<file path="config.mk">
export PLATFORM = sky130hd
export DESIGN_NAME = pea_invoke
export DESIGN_NICKNAME = d
export VERILOG_FILES = /design/src/rtl/pea_pkg.sv /design/src/rtl/pea_horner_step.sv /design/src/rtl/pea_invoke.sv
export SDC_FILE = /design/constraint.sdc
export NUM_CORES = 2
export LEC_CHECK = 0
export ABC_CLOCK_PERIOD_IN_PS = 16900
export BUFFER_PORTS_ARGS = -buffer_cell sky130_fd_sc_hd__clkbuf_2
export CAP_MARGIN = 25
export CORE_ASPECT_RATIO = 0.8
export CORE_MARGIN = 5
export CORE_UTILIZATION = 30
export DETAILED_ROUTE_END_ITERATION = 10
export GPL_TIMING_DRIVEN = 0
export MAX_ROUTING_LAYER = met4
export PLACE_DENSITY = 0.53
export SYNTH_ARGS = -nofsm -noshare
export SYNTH_HDL_FRONTEND = slang
export SYNTH_HIERARCHICAL = 1
export SYNTH_SLANG_ARGS = --single-unit
</file>
<file path="constraint.sdc">
create_clock -name clk -period 16.9 [get_ports clk]
set_input_delay 1.69 -clock clk [delete_from_list [all_inputs] [get_ports clk]]
set_output_delay 1.69 -clock clk [all_outputs]
set_load 0.005 [all_outputs]
</file>
<file path="src/rtl/pea_pkg.sv">
// Polynomial Evaluation Accelerator shared definitions:
// modes, opcodes, status codes, command fields, FSM states.
package pea_pkg;

  localparam int WORD_W  = 16;
  localparam int RES_W   = 32;
  localparam int STAT_W  = 8;
  localparam int MAX_DEG = 15;
  localparam int NUM_VEC = 8;
  localparam int BUF_DEP = 32;

  localparam logic [2:0] MODE_GET_COMMAND = 3'd0;
  localparam logic [2:0] MODE_STP         = 3'd1;
  localparam logic [2:0] MODE_EVP         = 3'd2;
  localparam logic [2:0] MODE_EVB         = 3'd3;
  localparam logic [2:0] MODE_RST         = 3'd4;
  localparam logic [2:0] MODE_OUTPUT      = 3'd5;

  localparam logic [7:0] OP_STP = 8'h01;
  localparam logic [7:0] OP_EVP = 8'h02;
  localparam logic [7:0] OP_EVB = 8'h03;
  localparam logic [7:0] OP_RST = 8'h04;

  localparam logic [7:0] ST_OK        = 8'd0;
  localparam logic [7:0] ST_OVF       = 8'd1;
  localparam logic [7:0] ST_UNDEF_VEC = 8'd2;
  localparam logic [7:0] ST_BAD_CMD   = 8'd3;
  localparam logic [7:0] ST_BAD_DEG   = 8'd4;

  localparam int OP_MSB   = 15;
  localparam int OP_LSB   = 8;
  localparam int A_MSB    = 7;
  localparam int A_LSB    = 5;
  localparam int ARG2_MSB = 4;
  localparam int ARG2_LSB = 0;

  typedef enum logic [3:0] {
    S_IDLE,
    S_CMD_RD,
    S_CMD_DEC,
    S_STP_RD,
    S_STP_WR,
    S_EV_RD,
    S_EV_LOAD,
    S_EV_HORNER,
    S_EV_STORE,
    S_RST_CLR,
    S_OUT_WR,
    S_DONE
  } state_t;

endpackage

</file>
<file path="src/rtl/pea_horner_step.sv">
// One Horner step: y = acc*x + c at 48 bits, low 32 bits out.
// Ports: acc, x, c in; y result, ovf when the full value exceeds 32 bits.
module pea_horner_step (
  input  logic [31:0] acc,
  input  logic [15:0] x,
  input  logic [15:0] c,
  output logic [31:0] y,
  output logic        ovf
);

  logic signed [47:0] acc_w;
  logic signed [47:0] x_w;
  logic signed [47:0] c_w;
  logic signed [47:0] full;

  assign acc_w = $signed({{16{acc[31]}}, acc});
  assign x_w   = $signed({{32{x[15]}}, x});
  assign c_w   = $signed({{32{c[15]}}, c});
  assign full  = acc_w * x_w + c_w;

  assign y   = full[31:0];
  assign ovf = full[47:31] != {17{full[31]}};

endmodule

</file>
<file path="src/rtl/pea_invoke.sv">
// PEA firing FSM: command decode, coefficient store, Horner eval, output.
// Ports: invoke/FC handshake, FIFO pop strobes, result/status pushes, mode outs.
module pea_invoke
  import pea_pkg::*;
#(
  parameter int word_size   = 16,
  parameter int result_size = 32,
  parameter int status_size = 8,
  parameter int max_degree  = 15,
  parameter int num_vectors = 8
) (
  input  logic                   clk,
  input  logic                   rst,
  input  logic                   invoke,
  input  logic [word_size-1:0]   command_in,
  input  logic [word_size-1:0]   data_in,
  output logic                   command_rd_en,
  output logic                   data_rd_en,
  output logic [result_size-1:0] result_out,
  output logic                   result_wr_en,
  output logic [status_size-1:0] status_out,
  output logic                   status_wr_en,
  output logic [2:0]             next_mode_out,
  output logic [4:0]             b_out,
  output logic [3:0]             N_out,
  output logic                   FC
);

  state_t state, state_n;

  logic [15:0] coef [num_vectors][max_degree+1];
  logic [3:0]  deg  [num_vectors];
  logic [31:0] rbuf [BUF_DEP];
  logic [7:0]  sbuf [BUF_DEP];

  logic [num_vectors-1:0] valid;
  logic [2:0]  vec_a;
  logic [4:0]  cnt;
  logic [4:0]  xrem;
  logic [5:0]  count;
  logic [31:0] acc;
  logic [15:0] xr;
  logic [7:0]  st;

  logic [7:0] cmd_op;
  logic [2:0] cmd_a;
  logic [4:0] cmd_arg2;
  logic [2:0] dec_mode;
  logic       dec_bad;
  logic [7:0] dec_code;

  logic [31:0] h_y;
  logic        h_ovf;
  logic        stp_last;
  logic        out_last;

  assign cmd_op   = command_in[OP_MSB:OP_LSB];
  assign cmd_a    = command_in[A_MSB:A_LSB];
  assign cmd_arg2 = command_in[ARG2_MSB:ARG2_LSB];
  assign stp_last = cnt[3:0] == N_out;
  assign out_last = {1'b0, cnt} == count - 6'd1;

  // Horner walks c(N-1) down to c0; cnt holds the index plus one.
  pea_horner_step u_step (
    .acc (acc),
    .x   (xr),
    .c   (coef[vec_a][cnt[3:0] - 4'd1]),
    .y   (h_y),
    .ovf (h_ovf)
  );

  always_comb begin
    dec_bad  = 1'b0;
    dec_code = ST_OK;
    dec_mode = MODE_GET_COMMAND;
    case (cmd_op)
      OP_STP: begin
        if (cmd_arg2 > 5'd15) begin
          dec_bad  = 1'b1;
          dec_code = ST_BAD_DEG;
        end else begin
          dec_mode = MODE_STP;
        end
      end
      OP_EVP:  dec_mode = MODE_EVP;
      OP_EVB:  dec_mode = (cmd_arg2 == 5'd0) ? MODE_GET_COMMAND : MODE_EVB;
      OP_RST:  dec_mode = MODE_RST;
      default: begin
        dec_bad  = 1'b1;
        dec_code = ST_BAD_CMD;
      end
    endcase
    if (dec_bad) dec_mode = MODE_OUTPUT;
  end

  always_ff @(posedge clk) begin
    if (rst) state <= S_IDLE;
    else     state <= state_n;
  end

  always_comb begin
    state_n       = state;
    command_rd_en = 1'b0;
    data_rd_en    = 1'b0;
    result_wr_en  = 1'b0;
    status_wr_en  = 1'b0;
    result_out    = '0;
    status_out    = '0;
    FC            = 1'b0;
    unique case (state)
      S_IDLE: begin
        if (invoke) begin
          case (next_mode_out)
            MODE_GET_COMMAND: state_n = S_CMD_RD;
            MODE_STP:         state_n = S_STP_RD;
            MODE_EVP:         state_n = S_EV_RD;
            MODE_EVB:         state_n = S_EV_RD;
            MODE_RST:         state_n = S_RST_CLR;
            MODE_OUTPUT:
              state_n = (count == 6'd0) ? S_DONE : S_OUT_WR;
            default:          state_n = S_DONE;
          endcase
        end
      end
      S_CMD_RD: begin
        command_rd_en = 1'b1;
        state_n       = S_CMD_DEC;
      end
      S_CMD_DEC: state_n = S_DONE;
      S_STP_RD: begin
        data_rd_en = 1'b1;
        state_n    = S_STP_WR;
      end
      S_STP_WR: state_n = stp_last ? S_DONE : S_STP_RD;
      S_EV_RD: begin
        data_rd_en = 1'b1;
        state_n    = S_EV_LOAD;
      end
      S_EV_LOAD: begin
        if (!valid[vec_a] || deg[vec_a] == 4'd0) state_n = S_EV_STORE;
        else                                      state_n = S_EV_HORNER;
      end
      S_EV_HORNER: state_n = (cnt == 5'd1) ? S_EV_STORE : S_EV_HORNER;
      S_EV_STORE:  state_n = (xrem == 5'd1) ? S_DONE : S_EV_RD;
      S_RST_CLR:   state_n = S_DONE;
      S_OUT_WR: begin
        result_wr_en = 1'b1;
        status_wr_en = 1'b1;
        result_out   = rbuf[cnt];
        status_out   = sbuf[cnt];
        state_n      = out_last ? S_DONE : S_OUT_WR;
      end
      S_DONE: begin
        FC      = 1'b1;
        state_n = S_IDLE;
      end
      default: state_n = S_IDLE;
    endcase
  end

  always_ff @(posedge clk) begin
    if (rst) begin
      next_mode_out <= MODE_GET_COMMAND;
      b_out         <= '0;
      N_out         <= '0;
      valid         <= '0;
      count         <= '0;
      vec_a         <= '0;
      cnt           <= '0;
      xrem          <= '0;
      acc           <= '0;
      xr            <= '0;
      st            <= ST_OK;
    end else begin
      case (state)
        S_IDLE: begin
          if (invoke) begin
            cnt  <= '0;
            xrem <= (next_mode_out == MODE_EVB) ? b_out : 5'd1;
            if (next_mode_out == MODE_OUTPUT && count == 6'd0)
              next_mode_out <= MODE_GET_COMMAND;
          end
        end
        S_CMD_DEC: begin
          vec_a         <= cmd_a;
          next_mode_out <= dec_mode;
          if (dec_bad) begin
            count <= count + 6'd1;
            b_out <= 5'(count + 6'd1);
          end else if (dec_mode == MODE_STP) begin
            N_out <= cmd_arg2[3:0];
          end else if (dec_mode == MODE_EVB) begin
            b_out <= cmd_arg2;
          end
        end
        S_STP_WR: begin
          cnt <= cnt + 5'd1;
          if (stp_last) begin
            valid[vec_a]  <= 1'b1;
            next_mode_out <= MODE_GET_COMMAND;
          end
        end
        S_EV_LOAD: begin
          xr  <= data_in;
          cnt <= {1'b0, deg[vec_a]};
          if (valid[vec_a]) begin
            acc <= {{16{coef[vec_a][deg[vec_a]][15]}}, coef[vec_a][deg[vec_a]]};
            st  <= ST_OK;
          end else begin
            acc <= '0;
            st  <= ST_UNDEF_VEC;
          end
        end
        S_EV_HORNER: begin
          acc <= h_y;
          cnt <= cnt - 5'd1;
          if (h_ovf) st <= ST_OVF;
        end
        S_EV_STORE: begin
          count <= count + 6'd1;
          xrem  <= xrem - 5'd1;
          if (xrem == 5'd1) begin
            next_mode_out <= MODE_OUTPUT;
            b_out         <= 5'(count + 6'd1);
          end
        end
        S_RST_CLR: begin
          valid         <= '0;
          next_mode_out <= MODE_GET_COMMAND;
        end
        S_OUT_WR: begin
          cnt <= cnt + 5'd1;
          if (out_last) begin
            count         <= '0;
            next_mode_out <= MODE_GET_COMMAND;
          end
        end
        default: ;
      endcase
    end
  end

  // Storage arrays carry no reset; valid bits and count gate their use.
  always_ff @(posedge clk) begin
    if (state == S_STP_WR) begin
      coef[vec_a][cnt[3:0]] <= data_in;
      if (stp_last) deg[vec_a] <= N_out;
    end
    if (state == S_EV_STORE) begin
      rbuf[count[4:0]] <= acc;
      sbuf[count[4:0]] <= st;
    end
    if (state == S_CMD_DEC && dec_bad) begin
      rbuf[count[4:0]] <= '0;
      sbuf[count[4:0]] <= dec_code;
    end
  end

endmodule

</file>
==> flow_metrics.py <==
metrics = {
    "outcome": {
        "status": "completed",
    },
    "synthesis": {
        "synth_seq_cells": 3301,
        "synth_area_leaders": "edfxtp_1 (64%), mux4_2 (13%), fa_1 (7.0%)",
        "syn_area_um2": 150000,
        "yosysMostFrequentCell": "edfxtp_1",
        "netlist_top_cells_count": "edfxtp_1 (3200), mux4_2 (875), nand2_1 (566)",
        "synth-edff-count": 3200,
        "synth_cells": 8288,
        "ys_seq_area_share_pct": 65.5,
        "synth_top_flop_cell": "edfxtp_1",
        "synth_top_area_cell": "edfxtp_1",
        "ys_types": 97,
        "ys_warn_count": 6,
        "avgSynthCellArea_um2": 18.1,
        "synth_top_area_share_pct": 64.2,
        "synthArstFlopShare_pct": 0,
    },
    "timing": {
        "setup_violations": 0,
        "timing.fmax_mhz": 75.7,
        "slew_viol_final": 0,
        "fin_setup_tns_ns": 0,
        "timing.final.crit_share_pct": 78.2,
        "tightestPinTransition_ns": 1.40,
        "skew_ns": 0.106,
        "timing.final.ws_setup_ns": 3.69,
        "relSlewSlack_pct": 6.95,
        "period_minus_slack_ns": 13.21,
        "rsz0062_at_grt": "no",
        "final-hold-violation-count": 0,
    },
    "clock_network": {
        "insertion_delay_ns": 0.95,
        "clock-root-buffer": "clkbuf_16",
        "cts_sinks": 3301,
        "clk_pin_slew_ns": 0.06,
        "cts_hold_buf": 0,
        "cts_resized": 0,
        "cts_buffers": 331,
        "cts_tree": "done",
        "h-tree-depth": 5,
        "postCtsSetupRepairBufs": 0,
        "clock_path_buffers": 4,
    },
    "setup_path": {
        "slowest_stage": "mux4_2",
        "worstSetupStartpointType": "register",
        "cp.arrival_ns": 13.98,
        "reg2reg_from": "cnt[0]",
        "reg2reg_slack_ns": 3.69,
        "reg2reg_to": "st[1]",
        "endpoint_kind": "register",
        "critPathMaxStageDelay_ns": 0.81,
        "r2r_cells": 30,
        "path_class": "register to register",
        "critPathMaxFanout": 17,
        "required_ns": 17.67,
    },
    "route": {
        "drtPass1Iterations": 7,
        "wire_per_inst_um": 31.1,
        "drt_first_iter_violations": 10829,
        "vias": 83147,
        "postRouteAntennaNets": 0,
        "drc": 0,
        "avgViaCountPerCell": 5.21,
        "routed_wl_um": 496000,
    },
    "floorplan": {
        "core_um2": 498000,
        "fp.dieH_um": 642,
        "placementRows": 232,
        "start_util_pct": 30.0,
        "dieArea_um2": 513000,
        "fp.dieW_um": 800,
        "ios": 92,
    },
    "pwr": {
        "leakagePower_nw": 55.8,
        "p_per_area_nw_per_um2": 119,
        "max-vdd-ir-drop_uv": 87.7,
    },
    "worst_hold_path": {
        "worstHoldPathType": "register to register",
        "min_to": "valid[1]",
        "min_path_cells": 1,
        "hold_start": "valid[1]",
    },
    "grt": {
        "gr-total-overflow": 0,
        "grt_max_degree": 125,
        "grt_pass1_vias": 83801,
        "antenna_found_initial": 65,
        "grt_usage_pct": 19.6,
        "grt_pass1_wl_um": 687000,
    },
    "finish": {
        "layout.nets": 9685,
        "post-route-util_pct": 35.1,
        "syn_to_final_growth_pct": 16.8,
        "drive_above_1_share_pct": 23.9,
    },
    "placement": {
        "gp_congestion": 0.958,
        "dp_hpwl_um": 358000,
        "port_buffers": 86,
        "pre_cts_ws_ns": 3.95,
    },
    "flow_run": {
        "cap_violations": 0,
    },
}
metal layers:
metal  global-route usage [%]  vias to the layer above  wire length, µm  share of wire, %
met5                        -                        -                0                 0
met4                     4.49                        0            12800               2.6
met3                     4.73                      682            44600               9.0
met2                     28.6                     3828           220000                44
met1                     27.6                    45171           218000                44
li1                         -                    33466                -                 -
logic make-up (layout without fill, tap and decap cells):
kind of cell    after synthesis  after routing  share of synthesized area (%)
compound gates              565            565                           2.46
mux                        1302           1302                           16.3
xor+xnor                     67             67                          0.392
fa+ha+maj                   647            647                           8.02
flops                      3301           3301                           65.5
buf+inv                     965           1924                           2.83
other cells                   1             48                        0.00251
simple gates               1440           1440                           4.40
critical path: cells and delay by family, from the launching register on:
kind / cells / cell delay (ns)
buffers and inverters: 9 / 3.73
adders and majority gates: 7 / 3.29
xor gates and xnor gates: 1 / 0.38
and+or+nand+nor: 6 / 2.15
DFF: 1 / 0.37
AOI/OAI and AO/OA: 4 / 1.52
muxes: 3 / 1.58
flip-flops by register name (all words and copies together) (netlist names), 4 cells and up, named ones only:
| name | flops |
|---|---|
| state | 4 |
| coef | 2048 |
| acc | 32 |
| rbuf | 1024 |
| xrem | 5 |
| xr | 16 |
| cnt | 5 |
| count | 6 |
| deg | 32 |
| b_out | 5 |
| N_out | 4 |
| valid | 8 |
| sbuf | 96 |
worst max path at each step:
stage	start	end	cells past startpoint	slack, ns
after CTS	cnt[0]	st[0]	30	3.89
after global placement	cnt[0]	st[1]	31	3.90
after floorplan	cnt[0]	st[1]	30	8.00
final	cnt[0]	st[1]	30	3.69
after detailed placement	cnt[0]	st[0]	30	3.95
after global routing	cnt[0]	st[0]	29	3.50
cells in the final DEF (no fill, tap or decap), types with 104 or more instances in the layout:
cell,count
mux4_2,875
mux2_2,104
fa_1,521
a21oi_1,214
ha_1,126
buf_8,145
nand2_1,566
edfxtp_1,3200
clkbuf_16,343
nor2_1,248
clkbuf_1,299
inv_1,497
and2_1,250
nor2_2,129
mux2i_1,299
final cells by class:
class | instances | area, µm²
diodes | 43 | 108
plain buffers | 468 | 2380
clock buffers | 402 | 8630
clock inverters | 179 | 1590
fillers | 46731 | 323000
inverters | 497 | 1870
multi-input cells | 4026 | 47900
flip-flops and latches | 3301 | 98100
well taps | 6669 | 8340
repair buffers | 378 | 5860
through the flow:
step | area, µm² | hold slack (ns) | instances | power, mW
after global placement | 158000 | 0.443 | 15047 | 13.7
final | 175000 | 0.479 | 15963 | 20.9
after CTS | 174000 | 0.479 | 15867 | 20.9
after floorplan | 150000 | 0.435 | 8292 | 11.9
after global routing | 175000 | 0.490 | 15939 | 21.6
after detailed placement | 164000 | 0.464 | 15286 | 13.8
where the power goes:
group          leakage, nW  switching (mW)  total (mW)  internal [mW]
Clock                 4.99            3.19        7.12           3.93
Sequential            29.9          0.0438        9.08           9.04
Combinational         20.9            3.03        4.65           1.62
Total                 55.8            6.26        20.9           14.6
Power figures use the tool's default switching activity.
